File: src/rtl/comparator_pipe_if.sv
//------------------------------------------------------------------------------
// Module      : comparator_pipe_if
// Description : Sample/result bundle for comparator_pipe (master drives samples).
// Revision    : 1.0 - initial release
//------------------------------------------------------------------------------
`default_nettype none

interface comparator_pipe_if #(
    parameter int WIDTH = 8,
    parameter int CNT_W = 4
);
    logic             in_valid;
    logic [WIDTH-1:0] a;
    logic [WIDTH-1:0] b;
    logic             clear;
    logic             out_valid;
    logic             y;
    logic             z;
    logic             eq;
    logic [WIDTH-1:0] max_val;
    logic [CNT_W-1:0] gt_run;
    logic             gt_sat;

    modport master (
        output in_valid, a, b, clear,
        input  out_valid, y, z, eq, max_val, gt_run, gt_sat
    );

    modport slave (
        input  in_valid, a, b, clear,
        output out_valid, y, z, eq, max_val, gt_run, gt_sat
    );
endinterface

`default_nettype wire

File: src/rtl/comparator_pipe.sv
//------------------------------------------------------------------------------
// Module      : comparator_pipe
// Description : Registered magnitude comparator with running max and a>b run count.
// Revision    : 1.0 - initial release
//------------------------------------------------------------------------------
`default_nettype none

module comparator_pipe #(
    parameter int WIDTH  = 8,
    parameter int SIGNED = 0,
    parameter int CNT_W  = 4
) (
    input  wire logic        clk,
    input  wire logic        reset,
    comparator_pipe_if.slave bus
);

    localparam logic [WIDTH-1:0] c_one     = WIDTH'(1);
    localparam logic [WIDTH-1:0] c_max_rst = (SIGNED != 0) ? (c_one << (WIDTH - 1)) : '0;
    localparam logic [CNT_W-1:0] c_sat     = '1;

    logic             r_out_valid;
    logic             r_y;
    logic             r_z;
    logic             r_eq;
    logic [WIDTH-1:0] r_max_val;
    logic [CNT_W-1:0] r_gt_run;
    logic             r_gt_sat;

    logic             w_a_gt_b;
    logic             w_a_eq_b;
    logic             w_a_gt_max;
    logic [WIDTH-1:0] w_max_base;
    logic [CNT_W-1:0] w_run_base;
    logic [WIDTH-1:0] w_max_next;
    logic [CNT_W-1:0] w_run_next;

    assign w_a_eq_b = (bus.a == bus.b);

    generate
        if (SIGNED != 0) begin : g_signed
            assign w_a_gt_b   = $signed(bus.a) > $signed(bus.b);
            assign w_a_gt_max = $signed(bus.a) > $signed(w_max_base);
        end else begin : g_unsigned
            assign w_a_gt_b   = bus.a > bus.b;
            assign w_a_gt_max = bus.a > w_max_base;
        end
    endgenerate

    // A clear on the accepting edge makes the sample start from the cleared state.
    always_comb begin
        w_max_base = bus.clear ? c_max_rst : r_max_val;
        w_run_base = bus.clear ? '0 : r_gt_run;
        w_max_next = r_max_val;
        w_run_next = r_gt_run;
        if (bus.in_valid) begin
            if (w_a_gt_b) begin
                w_run_next = (w_run_base == c_sat) ? c_sat : w_run_base + CNT_W'(1);
            end else begin
                w_run_next = '0;
            end
            w_max_next = w_a_gt_max ? bus.a : w_max_base;
        end else if (bus.clear) begin
            w_run_next = '0;
            w_max_next = c_max_rst;
        end
    end

    always_ff @(posedge clk) begin
        if (reset) begin
            r_out_valid <= 1'b0;
            r_y         <= 1'b0;
            r_z         <= 1'b0;
            r_eq        <= 1'b0;
            r_max_val   <= c_max_rst;
            r_gt_run    <= '0;
            r_gt_sat    <= 1'b0;
        end else begin
            r_out_valid <= bus.in_valid;
            if (bus.in_valid) begin
                r_y  <= w_a_gt_b | w_a_eq_b;
                r_z  <= ~w_a_gt_b;
                r_eq <= w_a_eq_b;
            end
            r_max_val <= w_max_next;
            r_gt_run  <= w_run_next;
            r_gt_sat  <= (w_run_next == c_sat);
        end
    end

    assign bus.out_valid = r_out_valid;
    assign bus.y         = r_y;
    assign bus.z         = r_z;
    assign bus.eq        = r_eq;
    assign bus.max_val   = r_max_val;
    assign bus.gt_run    = r_gt_run;
    assign bus.gt_sat    = r_gt_sat;

endmodule

`default_nettype wire

File: src/flat_wrapper.sv
// flat-port wrapper written by rule: the top's interface ports become plain ports
module comparator_pipe_flat 
#(
    parameter int WIDTH  = 8,
    parameter int SIGNED = 0,
    parameter int CNT_W  = 4
)
  (clk, reset, bus_in_valid, bus_a, bus_b, bus_clear, bus_out_valid, bus_y, bus_z, bus_eq, bus_max_val, bus_gt_run, bus_gt_sat);
  comparator_pipe_if #(.WIDTH(WIDTH), .CNT_W(CNT_W)) bus_i ();
  input  wire logic clk;
  input  wire logic reset;
  input wire logic [$bits(bus_i.in_valid)-1:0] bus_in_valid;
  input wire logic [$bits(bus_i.a)-1:0] bus_a;
  input wire logic [$bits(bus_i.b)-1:0] bus_b;
  input wire logic [$bits(bus_i.clear)-1:0] bus_clear;
  output wire logic [$bits(bus_i.out_valid)-1:0] bus_out_valid;
  output wire logic [$bits(bus_i.y)-1:0] bus_y;
  output wire logic [$bits(bus_i.z)-1:0] bus_z;
  output wire logic [$bits(bus_i.eq)-1:0] bus_eq;
  output wire logic [$bits(bus_i.max_val)-1:0] bus_max_val;
  output wire logic [$bits(bus_i.gt_run)-1:0] bus_gt_run;
  output wire logic [$bits(bus_i.gt_sat)-1:0] bus_gt_sat;
  assign bus_i.in_valid = bus_in_valid;
  assign bus_i.a = bus_a;
  assign bus_i.b = bus_b;
  assign bus_i.clear = bus_clear;
  assign bus_out_valid = bus_i.out_valid;
  assign bus_y = bus_i.y;
  assign bus_z = bus_i.z;
  assign bus_eq = bus_i.eq;
  assign bus_max_val = bus_i.max_val;
  assign bus_gt_run = bus_i.gt_run;
  assign bus_gt_sat = bus_i.gt_sat;
  comparator_pipe #(.WIDTH(WIDTH), .SIGNED(SIGNED), .CNT_W(CNT_W)) u_core (.clk(clk), .reset(reset), .bus(bus_i));
endmodule
File: config.mk
export PLATFORM = sky130hd
export DESIGN_NAME = comparator_pipe_flat
export DESIGN_NICKNAME = d
export VERILOG_FILES = /design/src/rtl/comparator_pipe_if.sv /design/src/rtl/comparator_pipe.sv /design/src/flat_wrapper.sv
export SDC_FILE = /design/constraint.sdc
export NUM_CORES = 1
export LEC_CHECK = 0
export ABC_CLOCK_PERIOD_IN_PS = 2800
export CAP_MARGIN = 40
export CORE_UTILIZATION = 46
export DETAILED_ROUTE_END_ITERATION = 10
export GPL_TIMING_DRIVEN = 0
export PLACE_DENSITY = 0.86
export SLEW_MARGIN = 20
export SYNTH_ARGS = -nofsm -noshare
export SYNTH_HDL_FRONTEND = slang
export SYNTH_SLANG_ARGS = --single-unit
File: constraint.sdc
create_clock -name clk -period 2.8 [get_ports clk]
set_clock_uncertainty 0.15 [all_clocks]
set_input_delay 0.56 -clock clk [delete_from_list [all_inputs] [get_ports clk]]
set_output_delay 0.56 -clock clk [all_outputs]
set_load 0.1 [all_outputs]
==> summary.md, run 1 <==
| Metric | Value |
|---|---|
| Result of the run | `finished clean` |
| LEAKAGE | `0.781 nW` |
| Total gr overflow | `0` |
| GP Congestion | `0.843` |
| Setup crit end kind | `flip-flop` |
| Largest net degree at the start of global routing | `15` |
| TritonCTS Buffers | `3` |
| Total track usage | `26.5%` |
| Net count, final | `239` |
| Reg clk slew, reported paths | `0.11 ns` |
| Initial antenna violation count | `0` |
| PostCTS Resize Cnt | `0` |
| CP Launch Type | `input pin` |
| CTS Hold Bufs | `0` |
| RSZ-0062 raised after global routing | `no` |
| DP Worst Slack | `-0.436 ns` |
| WL final | `3340 um` |
| Layout area overhead | `55.5%` |
| Synth Area in Simple Gates | `23.7%` |
| H-tree levels | `1` |
| 1st-pass router iterations | `4` |
| Synth Area in XOR/XNOR | `0%` |
| Setup violators final | `0` |
| Post-layout min period | `2.40 ns` |
| Filler cells | `165` |
| Syn nets | `182` |
| Initial Util | `48.9%` |
| Cell Area, Synth | `1220 um2` |
| Post-route DRC | `0` |
| Vias in the first global route | `1236` |
| Cell Pwr Density | `351 nW/um2` |
| CP peak stage delay | `0.49 ns` |
| Routed Antenna Nets | `0` |
| Worst-path cell chain | `clkdlybuf4s50_1 > ha_1 > a21oi_1 > o21ai_0 > o2111a_2 > buf_6 > nand3b_1 > o31ai_2` |
| Hold WS | `0.365 ns` |
| Maximum vdd ir drop | `0.000446 V` |
| FP Rows | `18` |
| F_max | `417 MHz` |
| Clk sinks | `17` |
| Die Area | `2870 um2` |
| Core Box Area | `2500 um2` |
| Crit path kind | `in2reg` |
| DR vias | `1312` |
| Final worst slack | `0.402 ns` |
| Syn Area/Cell | `8.44 um2` |
| First-pass GRT wire length | `5440 um` |
| CP top delay family | `compound AO/OA/AOI/OAI gates` |
| Fin. max-slew vios | `0` |
| Vias per inst | `5.68` |
| Hold Path Cell Cnt | `2` |
| Mux share of post-synthesis cell area | `1.64%` |
| Hold Path Class | `reg2reg` |
| Post-synth top area share | `27.8%` |
| TritonCTS clock tree | `built` |
| Final Cycle Share | `85.6%` |
| Number of synthesized register bits | `17` |
| Hold violation total from the final report | `0` |
| Yosys warns | `0` |
| Cells after synthesis | `145` |
| CP Depth | `8` |
| Yosys cell types | `35` |
| Slew headroom | `61.6%` |
| Worst EP arrival | `2.43 ns` |
| Most used DFF post-synth | `dfxtp_1` |
| Number of synthesized flops with an enable pin | `0` |
| Share of layout cells above drive strength 1 | `14.9%` |
| Worst endpoint required time | `2.83 ns` |
| WP buf/inv | `2` |
| Iter 0 DRT Violations | `41` |
| Die width | `53.6 um` |
| Post-CTS Setup Repair Bufs | `0` |
| Largest family of logic cells by synthesized area | `simple AND/OR/NAND/NOR gates` |
| Worst path slowest cell | `clkdlybuf4s50_1` |
| Synth cell count leaders | `dfxtp_1, ha_1, inv_1` |
| Synth Area in Compound Gates | `22.1%` |
| Crit Path Max Fanout | `10` |
| Number of top-level pins | `37` |
| Synth Area in Adders | `17.4%` |
| Max-Cap Viols | `0` |
| FF-to-FF path depth | `8` |
| Max clock buf depth | `2` |
| Sequential area share after synthesis | `27.8%` |
| Post-synth top area cell | `dfxtp_1` |
| Worst-Margin Slew | `0.576 ns` |
| Root buf cell | `clkbuf_4` |
| Die Y | `53.6 um` |
| Later-pin clock latency in the skew report | `0.30 ns` |
| Port buffer count | `36` |
| Ant diodes | `0` |
| Wire per inst | `14.4 um` |
| Largest cells by area after synthesis | `dfxtp_1, ha_1, nand2b_1, inv_1, nand3b_1` |
| Synth async-reset ratio | `0%` |
| DPL Wire Length | `2720 um` |
worst paths after layout:
check	startpoint	to	slack (ns)
hold / removal	u_core.bus.y$_SDFFE_PP0P_	u_core.bus.y$_SDFFE_PP0P_	0.37
setup reg to reg	u_core.bus.max_val[5]$_SDFF_PP0_	u_core.bus.max_val[6]$_SDFF_PP0_	0.72
setup / recovery	bus_a[5]	u_core.bus.max_val[6]$_SDFF_PP0_	0.40
hold reg to reg	u_core.bus.y$_SDFFE_PP0P_	u_core.bus.y$_SDFFE_PP0P_	0.37
power breakdown:
| part | total [mW] | switching, mW | internal (mW) |
|---|---|---|---|
| Combinational | 0.274 | 0.162 | 0.112 |
| Clock | 0.135 | 0.0822 | 0.0533 |
| Sequential | 0.259 | 0.00643 | 0.253 |
| Total | 0.669 | 0.251 | 0.418 |
registers in the layout, indices dropped and copies added (netlist names):
name	flops
u_core.bus.gt_run	4
u_core.bus.max_val	8
u_core.bus.z	1
u_core.bus.out_valid	1
u_core.bus.y	1
u_core.bus.eq	1
u_core.bus.gt_sat	1
stage by stage:
stage          util [%]  instance area [um2]  cells  TNS, ns  power (mW)
6_report           76.1                 1900    231        0       0.669
5_1_grt            76.1                 1900    231        0       0.703
4_1_cts            76.0                 1900    231        0       0.675
3_5_place_dp       75.1                 1880    228    -3.12       0.538
3_3_place_gp       64.9                 1620    211    -2.28       0.492
2_1_floorplan         -                 1220    145        0       0.424
cells in the final DEF, fill, tap and decap left out, types with 2 or more instances in the layout:
master / Yosys / routed
ha_1: 17 / 17
clkbuf_4: 0 / 3
nand3b_1: 7 / 7
mux2i_1: 2 / 2
a31oi_1: 2 / 2
nand2_1: 6 / 6
nand3_1: 5 / 5
buf_8: 0 / 17
nand2b_1: 10 / 10
nor2_1: 10 / 10
o31ai_1: 4 / 4
o211ai_1: 2 / 2
or3_1: 2 / 2
o221ai_1: 2 / 2
dfxtp_1: 17 / 17
o32ai_1: 2 / 2
a21oi_1: 9 / 9
o31ai_2: 3 / 3
nor2b_1: 3 / 3
clkdlybuf4s50_1: 0 / 35
o21ai_0: 4 / 4
nand4_1: 4 / 4
clkbuf_1: 4 / 3
inv_1: 16 / 16
worst register-to-register path, stage by stage (launching register included):
cell	delay, ns
dfxtp_1	0.35
nand2b_1	0.10
ha_1	0.34
nand4_1	0.13
or3_1	0.32
o2111a_2	0.21
buf_6	0.16
nand3b_1	0.11
o31ai_2	0.08
layout make-up:
type	instances	area [um2]	area share [%]
flip-flops and latches	17	340	17.9
clock buffers	3	22.5	1.18
clock inverters	1	5.00	0.263
inverters	16	60.1	3.16
plain buffers	5	26.3	1.38
well taps	30	37.5	1.97
multi-input cells	106	793	41.7
repair buffers	53	618	32.5
routing by layer:
layer  track usage, %  wire, um
met4             10.5        88
met2             47.1      1710
met1             30.4      1370
met3             6.21       166
met5                0         0
logic make-up (layout without fill, tap and decap cells):
kind of cell               count (synthesis)  in the layout
DFF                                       17             17
buffers and inverters                     22             78
adders and majority gates                 17             17
muxes                                      2              2
AOI/OAI and AO/OA                         36             36
and+or+nand+nor                           51             51
(Power assumes the default switching activity.)
==> inputs of run 2 (changes only) <==
--- a/config.mk
+++ b/config.mk
@@ -7,6 +7,7 @@
 export LEC_CHECK = 0
 export ABC_CLOCK_PERIOD_IN_PS = 2800
 export CAP_MARGIN = 40
+export CORE_MARGIN = 2
 export CORE_UTILIZATION = 46
 export DETAILED_ROUTE_END_ITERATION = 10
 export GPL_TIMING_DRIVEN = 0
==> run 2 against run 1 <==
Net effect: register-to-register slack improved by 0.03 ns; cell count unchanged; non-clock buffer count unchanged; combinational power about the same; critical path type unchanged.
==> summary.md, run 2 (synthesis results as in run 1) <==
| Metric | Value |
|---|---|
| CP Launch Type | `input pin` |
| Port buffer count | `36` |
| Worst Setup EP | `u_core.bus.z$_SDFFE_PP0P_` |
| TritonCTS Buffers | `3` |
| Total track usage | `22.6%` |
| Maximum vdd ir drop | `0.000331 V` |
| TritonCTS clock tree | `built` |
| Worst-Margin Slew | `0.567 ns` |
| Met2 WL | `1770 um` |
| Total gr overflow | `0` |
| Wire per inst | `14.8 um` |
| Clk sinks | `17` |
| H-tree levels | `1` |
| Slew headroom | `62.2%` |
| WL final | `3430 um` |
| FF-to-FF path depth | `8` |
| M1 WL | `1380 um` |
| Post-CTS Setup Repair Bufs | `0` |
| Ant diodes | `0` |
| Initial antenna violation count | `0` |
| Routed Antenna Nets | `0` |
| Hold Path Class | `reg2reg` |
| Root buf cell | `clkbuf_4` |
| Placed Area | `1880 um2` |
| Worst endpoint required time | `2.88 ns` |
| Max-Cap Viols | `0` |
| Result of the run | `finished clean` |
| Number of top-level pins | `37` |
| Final core occ | `76.1%` |
| Die width | `55.6 um` |
| CTS Hold Bufs | `0` |
| Critical Path Start | `bus_a[0]` |
| Most frequent cells in the layout | `clkdlybuf4s50_1, ha_1, dfxtp_1, buf_8, inv_1` |
| Max reg flops | `8` |
| 1st-pass router iterations | `4` |
| Setup violators final | `0` |
| Crit Path Max Fanout | `5` |
| Worst EP arrival | `2.49 ns` |
| Reg clk slew, reported paths | `0.11 ns` |
| RSZ-0062 raised after global routing | `no` |
| Net count, final | `239` |
| Setup slack, reg-to-reg | `0.75 ns` |
| Vias per inst | `5.81` |
| Hold WS | `0.359 ns` |
| First-pass GRT wire length | `5690 um` |
| LEAKAGE | `0.781 nW` |
| Design Power | `0.678 mW` |
| DPL Wire Length | `2740 um` |
| Fin. max-slew vios | `0` |
| DR top layer | `met4` |
| Die Area | `3090 um2` |
| Initial Util | `48.9%` |
| Vias in the first global route | `1306` |
| Most common cell after layout, fill and taps aside | `clkdlybuf4s50_1` |
| Final Cycle Share | `86.0%` |
| Share of layout cells above drive strength 1 | `14.9%` |
| Post-layout min period | `2.41 ns` |
| Cell Pwr Density | `356 nW/um2` |
| DR vias | `1341` |
| R2R Path End | `u_core.bus.max_val[5]$_SDFF_PP0_` |
| Hold violation total from the final report | `0` |
| RR Startpoint | `u_core.bus.max_val[6]$_SDFF_PP0_` |
| PostCTS Resize Cnt | `0` |
| Iter 0 DRT Violations | `48` |
| GP Congestion | `0.824` |
| Design area | `1900 um2` |
| Post-route DRC | `0` |
| F_max | `415 MHz` |
| Setup crit end kind | `flip-flop` |
| Die Y | `55.6 um` |
| Layout area overhead | `55.5%` |
| FP Rows | `18` |
| Core Box Area | `2500 um2` |
| Later-pin clock latency in the skew report | `0.31 ns` |
| WL met3 | `216 um` |
| Largest net degree at the start of global routing | `15` |
| Max clock buf depth | `2` |
| Crit path kind | `in2reg` |
[run 2: worst max-delay path, cell delays in order]
cell and delay [ns]:
clkdlybuf4s50_1 0.49, inv_1 0.07, ha_1 0.27, nand4_1 0.15, or2_4 0.29, and3_1 0.20
a31oi_2 0.26, nor3b_2 0.21
[run 2: worst min path at each step]
| stage | from | endpoint | slack (ns) | depth (start not counted) |
|---|---|---|---|---|
| 2_1_floorplan | reset | u_core.bus.gt_run[3]$_SDFF_PP0_ | 0.49 | 1 |
| 3_3_place_gp | u_core.bus.eq$_SDFFE_PP0P_ | u_core.bus.eq$_SDFFE_PP0P_ | 0.32 | 2 |
| 3_5_place_dp | u_core.bus.eq$_SDFFE_PP0P_ | u_core.bus.eq$_SDFFE_PP0P_ | 0.33 | 2 |
| 4_1_cts | u_core.bus.eq$_SDFFE_PP0P_ | u_core.bus.eq$_SDFFE_PP0P_ | 0.36 | 2 |
| 5_1_grt | u_core.bus.y$_SDFFE_PP0P_ | u_core.bus.y$_SDFFE_PP0P_ | 0.40 | 2 |
| 6_report | u_core.bus.eq$_SDFFE_PP0P_ | u_core.bus.eq$_SDFFE_PP0P_ | 0.36 | 2 |
[run 2: final cells by class]
cell class,instances,area [um2]
Inverter,16,60.1
Clock inverter,1,5.00
Clock buffer,3,22.5
Buffer,5,26.3
Sequential cell,17,340
Multi-Input combinational cell,106,793
Tap cell,30,37.5
Fill cell,167,597
Timing Repair Buffer,53,618
[run 2: through the flow]
stage	worst slack [ns]	std cells	setup TNS, ns
CTS	0.0267	231	0
global route	0.249	231	0
detailed placement	-0.387	228	-2.93
finish	0.391	231	0
floorplan	0.175	145	0
global placement	-0.285	211	-2.13
[run 2: metal layers]
metal	track usage (%)	up-vias
met4	6.62	0
li1	-	642
met3	4.19	8
met5	0	-
met1	24.6	632
met2	43.5	59
[run 2: where the power goes]
part           leakage (nW)  internal, mW  switching, mW
Sequential            0.139         0.253        0.00666
Combinational         0.625         0.112          0.162
Clock                0.0177        0.0533         0.0910
